**src/rtl/ball_ctrl.sv**
```systemverilog
// Pong ball controller: serve delay, frame-stepped motion, wall and paddle bounces, and miss scoring.
// All outputs are registered, so the effect of inputs sampled at one edge appears right after that edge.
module ball_ctrl #(
    parameter int SCREEN_W     = 640,
    parameter int SCREEN_H     = 480,
    parameter int BALL_SIZE    = 10,
    parameter int SPEED        = 2,
    parameter int PADDLE_H     = 40,
    parameter int PADDLE_LX    = 16,
    parameter int PADDLE_RX    = 624,
    parameter int SERVE_FRAMES = 60
) (
    input  logic       clk,
    input  logic       rst_n,
    input  logic       frame_tick,
    input  logic       serve,
    input  logic [9:0] pl_y,
    input  logic [9:0] pr_y,
    output logic [9:0] ball_x,
    output logic [9:0] ball_y,
    output logic       playing,
    output logic       score_l,
    output logic       score_r
);

    localparam int HALF  = BALL_SIZE / 2;
    localparam int CNT_W = $clog2(SERVE_FRAMES) + 1;

    localparam logic [9:0]       CENTER_X   = 10'(SCREEN_W / 2);
    localparam logic [9:0]       CENTER_Y   = 10'(SCREEN_H / 2);
    localparam logic [CNT_W-1:0] LAST_FRAME = CNT_W'(SERVE_FRAMES - 1);

    // Signed 11-bit geometry so a step past zero stays negative instead of wrapping.
    localparam logic signed [10:0] STEP      = 11'(SPEED);
    localparam logic signed [10:0] TOP_LIM   = 11'(HALF);
    localparam logic signed [10:0] BOT_LIM   = 11'(SCREEN_H - 1 - HALF);
    localparam logic signed [10:0] LEFT_LIM  = 11'(HALF);
    localparam logic signed [10:0] RIGHT_LIM = 11'(SCREEN_W - 1 - HALF);
    localparam logic signed [10:0] L_FACE    = 11'(PADDLE_LX + HALF);
    localparam logic signed [10:0] R_FACE    = 11'(PADDLE_RX - HALF);
    localparam logic signed [10:0] REACH     = 11'(PADDLE_H / 2 + HALF);

    typedef enum logic [1:0] {IDLE, DELAY, PLAY, SCORED} state_t;

    state_t            state, state_nx;
    logic [9:0]        x_nx, y_nx;
    logic              dx_left, dx_left_nx;
    logic              dy_up, dy_up_nx;
    logic [CNT_W-1:0]  cnt, cnt_nx;
    logic              playing_nx, score_l_nx, score_r_nx;

    logic signed [10:0] cur_x, cur_y, nx, ny;
    logic signed [10:0] dist_l, dist_r, abs_l, abs_r;
    logic               hit_l, hit_r;

    // Candidate next position and paddle contact tests, judged against the current ball y.
    always_comb begin
        cur_x  = signed'({1'b0, ball_x});
        cur_y  = signed'({1'b0, ball_y});
        nx     = dx_left ? cur_x - STEP : cur_x + STEP;
        ny     = dy_up   ? cur_y - STEP : cur_y + STEP;
        dist_l = cur_y - signed'({1'b0, pl_y});
        dist_r = cur_y - signed'({1'b0, pr_y});
        abs_l  = dist_l[10] ? -dist_l : dist_l;
        abs_r  = dist_r[10] ? -dist_r : dist_r;
        hit_l  = dx_left  && (cur_x >= L_FACE) && (nx <= L_FACE) && (abs_l <= REACH);
        hit_r  = !dx_left && (cur_x <= R_FACE) && (nx >= R_FACE) && (abs_r <= REACH);
    end

    always_comb begin
        state_nx   = state;
        x_nx       = ball_x;
        y_nx       = ball_y;
        dx_left_nx = dx_left;
        dy_up_nx   = dy_up;
        cnt_nx     = cnt;
        score_l_nx = 1'b0;
        score_r_nx = 1'b0;

        case (state)
            IDLE: begin
                x_nx = CENTER_X;
                y_nx = CENTER_Y;
                if (serve) begin
                    state_nx = DELAY;
                    cnt_nx   = '0;
                end
            end
            DELAY: begin
                if (frame_tick) begin
                    if (cnt == LAST_FRAME) begin
                        state_nx = PLAY;
                    end else begin
                        cnt_nx = cnt + CNT_W'(1);
                    end
                end
            end
            PLAY: begin
                if (frame_tick) begin
                    if (dy_up && ny < TOP_LIM) begin
                        y_nx     = TOP_LIM[9:0];
                        dy_up_nx = 1'b0;
                    end else if (!dy_up && ny > BOT_LIM) begin
                        y_nx     = BOT_LIM[9:0];
                        dy_up_nx = 1'b1;
                    end else begin
                        y_nx = ny[9:0];
                    end

                    // A miss keeps dx aimed at the conceding player for the next serve.
                    if (hit_l) begin
                        x_nx       = L_FACE[9:0];
                        dx_left_nx = 1'b0;
                    end else if (hit_r) begin
                        x_nx       = R_FACE[9:0];
                        dx_left_nx = 1'b1;
                    end else if (dx_left && nx < LEFT_LIM) begin
                        state_nx   = SCORED;
                        score_r_nx = 1'b1;
                        dx_left_nx = 1'b1;
                    end else if (!dx_left && nx > RIGHT_LIM) begin
                        state_nx   = SCORED;
                        score_l_nx = 1'b1;
                        dx_left_nx = 1'b0;
                    end else begin
                        x_nx = nx[9:0];
                    end
                end
            end
            SCORED: begin
                state_nx = IDLE;
                x_nx     = CENTER_X;
                y_nx     = CENTER_Y;
            end
            default: state_nx = IDLE;
        endcase

        playing_nx = (state_nx == PLAY);
    end

    always_ff @(posedge clk) begin
        if (!rst_n) begin
            state   <= IDLE;
            ball_x  <= CENTER_X;
            ball_y  <= CENTER_Y;
            dx_left <= 1'b0;
            dy_up   <= 1'b0;
            cnt     <= '0;
            playing <= 1'b0;
            score_l <= 1'b0;
            score_r <= 1'b0;
        end else begin
            state   <= state_nx;
            ball_x  <= x_nx;
            ball_y  <= y_nx;
            dx_left <= dx_left_nx;
            dy_up   <= dy_up_nx;
            cnt     <= cnt_nx;
            playing <= playing_nx;
            score_l <= score_l_nx;
            score_r <= score_r_nx;
        end
    end

endmodule

```
**config.mk**
```make
export PLATFORM = sky130hd
export DESIGN_NAME = ball_ctrl
export DESIGN_NICKNAME = d
export VERILOG_FILES = /design/src/rtl/ball_ctrl.sv
export SDC_FILE = /design/constraint.sdc
export NUM_CORES = 1
export LEC_CHECK = 0
export ABC_CLOCK_PERIOD_IN_PS = 5400
export CAP_MARGIN = 20
export CORE_MARGIN = 5
export CORE_UTILIZATION = 58
export CTS_CLUSTER_SIZE = 30
export DETAILED_ROUTE_END_ITERATION = 8
export HOLD_SLACK_MARGIN = 0.05
export PLACE_DENSITY = 0.82
export SYNTH_ARGS = -nofsm -noshare
export SYNTH_HDL_FRONTEND = slang
export SYNTH_SLANG_ARGS = --single-unit
export TNS_END_PERCENT = 10
```
**constraint.sdc**
```tcl
create_clock -name clk -period 5.4 [get_ports clk]
set_input_delay 1.62 -clock clk [delete_from_list [all_inputs] [get_ports clk]]
set_output_delay 1.62 -clock clk [all_outputs]
set_load 0.1 [all_outputs]
```
==> metrics.cfg, run 1 <==
[detailed_routing]
wl_mm = 10.7
drc = 0
routedWlPerCell_um = 15.2
drtAntennaViolNets = 0
dr.pass1.iters = 5
drt_iter0_drc = 293
num_vias = 4285
avgViaCountPerCell = 6.11

[critical_path]
r2r-end = ball_x[9]
worstSetupStartpoint = pr_y[0]
critPathMaxFanout = 10
crit_type = in -> reg
cp.arrival_ns = 5.46
r2r_start = dx_left
start_kind = primary input
endpoint = ball_x[9]
critical_path.endpoint_type = register
r2r_cells = 12
crit_required_ns = 5.62
r2r_slack_ns = 1.30

[cts]
ctsRootBufferMaster = clkbuf_8
clock-sinks = 34
hold_buffers = 0
clk_latency_ns = 0.29
clk_pin_slew_ns = 0.07
post_cts_buffers = 0
clk_path_buf_depth = 2
cts_buffers = 5
cts_tree = done
htree_levels = 2

[synthesis]
synth_top_area_share_pct = 16.2
syn-cell-area_sq_mm = 0.00420
synth-warning-count = 0
synthAdderAreaFrac_pct = 16.8
synthCells = 554
netlist_top_cells_area = dfxtp_1 16%, ha_1 15%, a21oi_1 5.2%
synthDistinctLibCells = 70
synth_compound_area_share_pct = 31.0
ys.flop_type = dfxtp_1
synth_top_cell_by_area = dfxtp_1
syn_nets = 632
synth_top_family_by_area = compound AO/OA/AOI/OAI gates
ys_ff_latch = 34
synthSimpleGateAreaFrac_pct = 22.7
synth_mux_area_share_pct = 2.18
ys_async_sr_fraction_pct = 0
avgSynthCellArea_sq_um = 7.57
synthXorXnorAreaFrac_pct = 5.64
synth-edff-count = 0
yosysSeqAreaShare_pct = 16.2

[timing]
relSlewSlack_pct = 34.8
hold_violations = 0
fmaxAchievable_ghz = 0.191
worst_pin_slew_ns = 0.974
holdWs_ns = 0.512
slew_viol_final = 0
setup_violations = 0
clock-skew-final_ns = 0.00804
rsz0062_at_grt = true
fin_crit_sh_pct = 97.1
period_minus_slack_ns = 5.24
tns_ns = 0

[grt]
grt_overflow = 0
grt_pass1_wl_mm = 18.2
antenna_found_initial = 0
grt_pass1_vias = 4069
grt_max_degree = 23
track_usage_pct = 24.3

[final_layout]
fillerInstances = 647
final_area_sq_mm = 0.00487
diodes = 0
multiInputGateArea_sq_mm = 0.00330
final_nets = 679
area_growth_pct = 16.1
drive_gt1_share_pct = 6.15
seqCellArea_sq_um = 681

[die]
start_util_pct = 58.8
die_w_um = 95.1
rows = 31
die_h_um = 95.1
coreArea_sq_mm = 0.00714
ios = 47
die-area_sq_mm = 0.00903

[place]
dpl-instance-area_sq_mm = 0.00477
dp_hpwl_mm = 8.55
gp_congestion = 0.915
io_buffers = 46

[power_and_ir_drop]
comb_power_share_pct = 35.1
irDropWorstVdd_mv = 0.0992
finalPower_uw = 707
power_density_mw_per_mm2 = 145
p_leak_nw = 2.06
sequentialPowerShare_pct = 37.0
power_switching_uw = 249
internal_power_uw = 459
swShare_pct = 35.2
clkPwrFrac_pct = 27.8

[worst_hold_path]
worstHoldPathType = reg -> reg

[status]
outcome = completed

[job]
max_cap_violations = 0

cell usage after synthesis, drive strengths merged, types with 4 or more instances:
| cell type | count |
|---|---|
| nand2 | 51 |
| ha | 50 |
| a21oi | 45 |
| inv | 44 |
| nor2 | 38 |
| o21ai | 35 |
| dfxtp | 34 |
| a21o | 18 |
| nand3 | 16 |
| nor3 | 16 |
| xnor2 | 16 |
| xor2 | 11 |
| nand4 | 10 |
| o211ai | 10 |
| a31oi | 9 |
| clkbuf | 8 |
| mux2i | 8 |
| or2 | 8 |
| a2111oi | 7 |
| or3 | 7 |
| and3 | 6 |
| nand3b | 6 |
| nor2b | 6 |
| o21a | 6 |
| o31ai | 6 |
| o31a | 5 |
| a211oi | 4 |
| buf | 4 |
| fa | 4 |
| nor4 | 4 |
| o2111ai | 4 |
| o21bai | 4 |
| o221a | 4 |
| o22ai | 4 |
| or4 | 4 |
power groups by stage:
stage | Sequential (mW) | Combinational, mW | Clock, mW
floorplan | 0.279 | 0.169 | 0
global placement | 0.268 | 0.237 | 0
detailed placement | 0.268 | 0.243 | 0
CTS | 0.262 | 0.245 | 0.200
global route | 0.263 | 0.274 | 0.211
finish | 0.262 | 0.249 | 0.197
registers in the layout (all words and copies together) (netlist names):
signal and count:
ball_x 10, ball_y 10, score_l 1, state 2, dy_up 1, playing 1, dx_left 1, cnt 7
score_r 1
per-stage QoR:
stage	util, %	worst slack, ns	instances
detailed placement	66.8	-0.0684	693
global placement	66.8	0.0820	693
global route	68.3	-0.00347	701
floorplan	-	0.718	554
CTS	68.1	0.198	701
finish	68.3	0.159	701
cell type report:
| cell class | count | area share, % |
|---|---|---|
| Inverter | 45 | 3.47 |
| Timing Repair Buffer | 52 | 10.4 |
| Clock buffer | 6 | 1.69 |
| Clock inverter | 2 | 0.257 |
| Sequential cell | 34 | 14.0 |
| Multi-Input combinational cell | 463 | 67.7 |
| Tap cell | 99 | 2.54 |
routing by layer:
metal	global-route usage, %	part of all wire, %	vias to the layer above
li1	-	-	2173
met2	43.7	49	129
met4	5.29	1.4	0
met5	0	0	-
met3	3.00	4.6	16
met1	30.9	45	1967
worst max-delay path: stages:
cell	delay, ns
clkdlybuf4s50_1	0.47
ha_1	0.17
inv_1	0.06
fa_1	0.40
a211oi_1	0.30
nor2_1	0.11
xnor2_1	0.24
or3_1	0.38
or3_1	0.32
nor4_1	0.33
a31oi_2	0.11
or2_2	0.36
a31oi_4	0.37
mux2i_1	0.23
worst min-delay path by stage:
stage | start | to | slack (ns) | cells after the start
6_report | cnt[0] | cnt[0] | 0.51 | 2
5_1_grt | ball_x[5] | ball_x[5] | 0.54 | 2
3_3_place_gp | cnt[6] | cnt[6] | 0.47 | 2
2_1_floorplan | cnt[6] | cnt[6] | 0.46 | 2
3_5_place_dp | cnt[6] | cnt[6] | 0.49 | 2
4_1_cts | cnt[0] | cnt[0] | 0.51 | 2
cells in the final DEF, fill, tap and decap left out, types with 7 or more instances in the layout:
master and n:
or2_2 8, nand3_1 16, inv_1 44, xnor2_1 16, o211ai_1 9, nand4_1 10, clkdlybuf4s50_1 46, nor2_1 37
a31oi_1 7, ha_1 50, nand2_1 51, mux2i_1 8, nor3_1 16, a21oi_1 44, o21ai_0 32, xor2_1 11
dfxtp_1 34, a21o_1 18
timing repair:
item,in CTS,in global routing
endpoints found under the hold margin,0,0
gates resized for setup,0,2
setup endpoints to repair,0,2
cell families after synthesis:
kind of cell / count (synthesis)
AO/OA/AOI/OAI: 185
XOR/XNOR: 27
adder cells (fa/ha/maj): 54
buffers and inverters: 57
flip-flops: 34
multiplexers: 9
AND/OR/NAND/NOR: 188
(Power assumes the default switching activity.)
==> inputs of run 2 (changes only) <==
--- a/config.mk
+++ b/config.mk
@@ -5,14 +5,15 @@
 export SDC_FILE = /design/constraint.sdc
 export NUM_CORES = 1
 export LEC_CHECK = 0
-export ABC_CLOCK_PERIOD_IN_PS = 5400
+export ABC_CLOCK_PERIOD_IN_PS = 6700
 export CAP_MARGIN = 20
 export CORE_MARGIN = 5
-export CORE_UTILIZATION = 58
+export CORE_UTILIZATION = 63
 export CTS_CLUSTER_SIZE = 30
 export DETAILED_ROUTE_END_ITERATION = 8
+export GPL_TIMING_DRIVEN = 0
 export HOLD_SLACK_MARGIN = 0.05
-export PLACE_DENSITY = 0.82
+export PLACE_DENSITY = 0.88
 export SYNTH_ARGS = -nofsm -noshare
 export SYNTH_HDL_FRONTEND = slang
 export SYNTH_SLANG_ARGS = --single-unit
==> constraint.sdc (replaced) <==
create_clock -name clk -period 6.7 [get_ports clk]
set_input_delay 2.01 -clock clk [delete_from_list [all_inputs] [get_ports clk]]
set_output_delay 2.01 -clock clk [all_outputs]
set_load 0.1 [all_outputs]
==> run 2 against run 1 <==
  * Clock-buffer cell count did not move
  * Highest routed layer unchanged
  * Sequential share of layout area rose by 0.072 points
  * Final area decreased by 0.51%
  * Die area decreased by 7.1%
  * Sequential cell count is the same
  * Clock skew increased by 0.0011 ns
  * Register-to-register slack better by 1.3 ns
  * Critical path depth unchanged
  * Clock power fell by 19%
  * Largest cell class unchanged
  * Critical path type unchanged
  * First-iteration DRC count shrank 15%
==> metrics.cfg, run 2 (synthesized netlist as in run 1, its figures left out) <==
[status]
outcome = completed

[cts]
cts_buffers = 5
cts_resized = 0
clock-sinks = 34
cts_tree = done
clk_latency_ns = 0.29
clk_pin_slew_ns = 0.08
post_cts_buffers = 0
hold_buffers = 0
clk_path_buf_depth = 2
ctsRootBufferMaster = clkbuf_8
htree_levels = 2

[critical_path]
start_kind = primary input
crit_type = in -> reg
critical_path.endpoint_type = register
crit_required_ns = 6.92
cp.arrival_ns = 5.95
critPathMaxFanout = 10

[final_layout]
diodes = 0
final_util_pct = 75.5
top_regs = ball_x (10), ball_y (10), cnt (7)
area_growth_pct = 15.5
seqCellArea_sq_um = 681
final_cell_mix = 51 x nand2_1, 50 x ha_1, 46 x clkdlybuf4s50_1, 44 x inv_1, 44 x a21oi_1
finalNonFillerCells = 685
final_area_sq_mm = 0.00485
drive_gt1_share_pct = 5.43
final_nets = 685
multiInputGateArea_sq_mm = 0.00329
fillerInstances = 506
final_common_cell = nand2_1

[detailed_routing]
avgViaCountPerCell = 6.44
drtAntennaViolNets = 0
drt_iter0_drc = 250
wl_mm = 10.6
num_vias = 4412
routedWlPerCell_um = 15.5
dr.pass1.iters = 5
drc = 0

[timing]
hold_violations = 0
setup_violations = 0
slew_viol_final = 0
clock-skew-final_ns = 0.00911
holdWs_ns = 0.483
fmaxAchievable_ghz = 0.175
rsz0062_at_grt = false
period_minus_slack_ns = 5.73
tns_ns = 0
fin_crit_sh_pct = 85.5
worst_pin_slew_ns = 0.999
relSlewSlack_pct = 33.2

[worst_hold_path]
worstHoldPathType = reg -> reg

[die]
ios = 47
coreArea_sq_mm = 0.00642
die_w_um = 91.6
rows = 29
die-area_sq_mm = 0.00839
die_h_um = 91.6
start_util_pct = 65.3

[place]
post-place-cells = 677
gp_congestion = 0.929
dp_hpwl_mm = 8.52
io_buffers = 46
dpl-instance-area_sq_mm = 0.00475

[power_and_ir_drop]
irDropWorstVdd_mv = 0.0999
p_leak_nw = 2.06
power_density_mw_per_mm2 = 117

[grt]
grt_max_degree = 14
grt_pass1_vias = 3967
antenna_found_initial = 0
grt_overflow = 0
track_usage_pct = 24.8
grt_pass1_wl_mm = 17.6

[job]
max_cap_violations = 0

## run 2: cell count changes in the layout (fill, tap and decap cells not counted)
| cell | delta |
|---|---|
| a31oi_1 | +1 |
| a31oi_2 | -1 |
| buf_2 | +3 |
| buf_4 | -6 |
| buf_6 | +1 |
| clkbuf_1 | +8 |
| nor2_1 | +1 |
| nor2_2 | -1 |
## run 2: worst paths after layout
kind                                start   endpoint  slack, ns  depth (start not counted)
worst min register to register     cnt[6]     cnt[6]       0.48                          2
worst min-delay path               cnt[6]     cnt[6]       0.48                          2
worst max register to register  ball_y[1]  ball_x[9]       2.62                         11
worst max-delay path              pl_y[0]  ball_x[9]       0.97                         14
## run 2: through the flow
| step | power (mW) | setup slack, ns |
|---|---|---|
| floorplan | 0.361 | 1.63 |
| global placement | 0.404 | 0.788 |
| detailed placement | 0.411 | 0.723 |
| CTS | 0.568 | 1.02 |
| global route | 0.602 | 0.769 |
| finish | 0.569 | 0.971 |
## run 2: routing by layer
metal	GRT usage, %	part of all wire, %
met3	3.06	5.7
met4	8.42	2.1
met1	30.7	43
met2	44.0	49
met5	0	0
## run 2: power breakdown
group / internal, mW / switching (mW) / leakage, nW
Sequential: 0.205 / 0.00678 / 0.274
Combinational: 0.0790 / 0.118 / 1.74
Clock: 0.0826 / 0.0773 / 0.0472
## run 2: final cells by class
| class | count | share of cell area (%) |
|---|---|---|
| multi-input combinational | 463 | 67.9 |
| buffer | 12 | 1.16 |
| timing repair buffer | 46 | 9.50 |
| sequential | 34 | 14.0 |
| tap | 77 | 1.99 |
| inverter | 45 | 3.48 |
| clock inverter | 2 | 0.258 |
| clock buffer | 6 | 1.70 |
## run 2: worst max-delay path: stages
cell,delay (ns)
clkdlybuf4s50_1,0.46
ha_1,0.17
inv_1,0.07
fa_1,0.45
a21o_1,0.20
a221oi_2,0.36
o21ai_1,0.19
o22a_1,0.26
a31oi_1,0.18
mux2_1,0.38
a311oi_2,0.34
o211ai_2,0.20
a31oi_4,0.43
mux2i_1,0.24
==> inputs of run 3 (changes only) <==
--- a/config.mk
+++ b/config.mk
@@ -5,7 +5,6 @@
 export SDC_FILE = /design/constraint.sdc
 export NUM_CORES = 1
 export LEC_CHECK = 0
-export ABC_CLOCK_PERIOD_IN_PS = 6700
 export CAP_MARGIN = 20
 export CORE_MARGIN = 5
 export CORE_UTILIZATION = 63
==> results of run 3 <==
No change in the layout: final DEF, timing and power equal those of run 2.
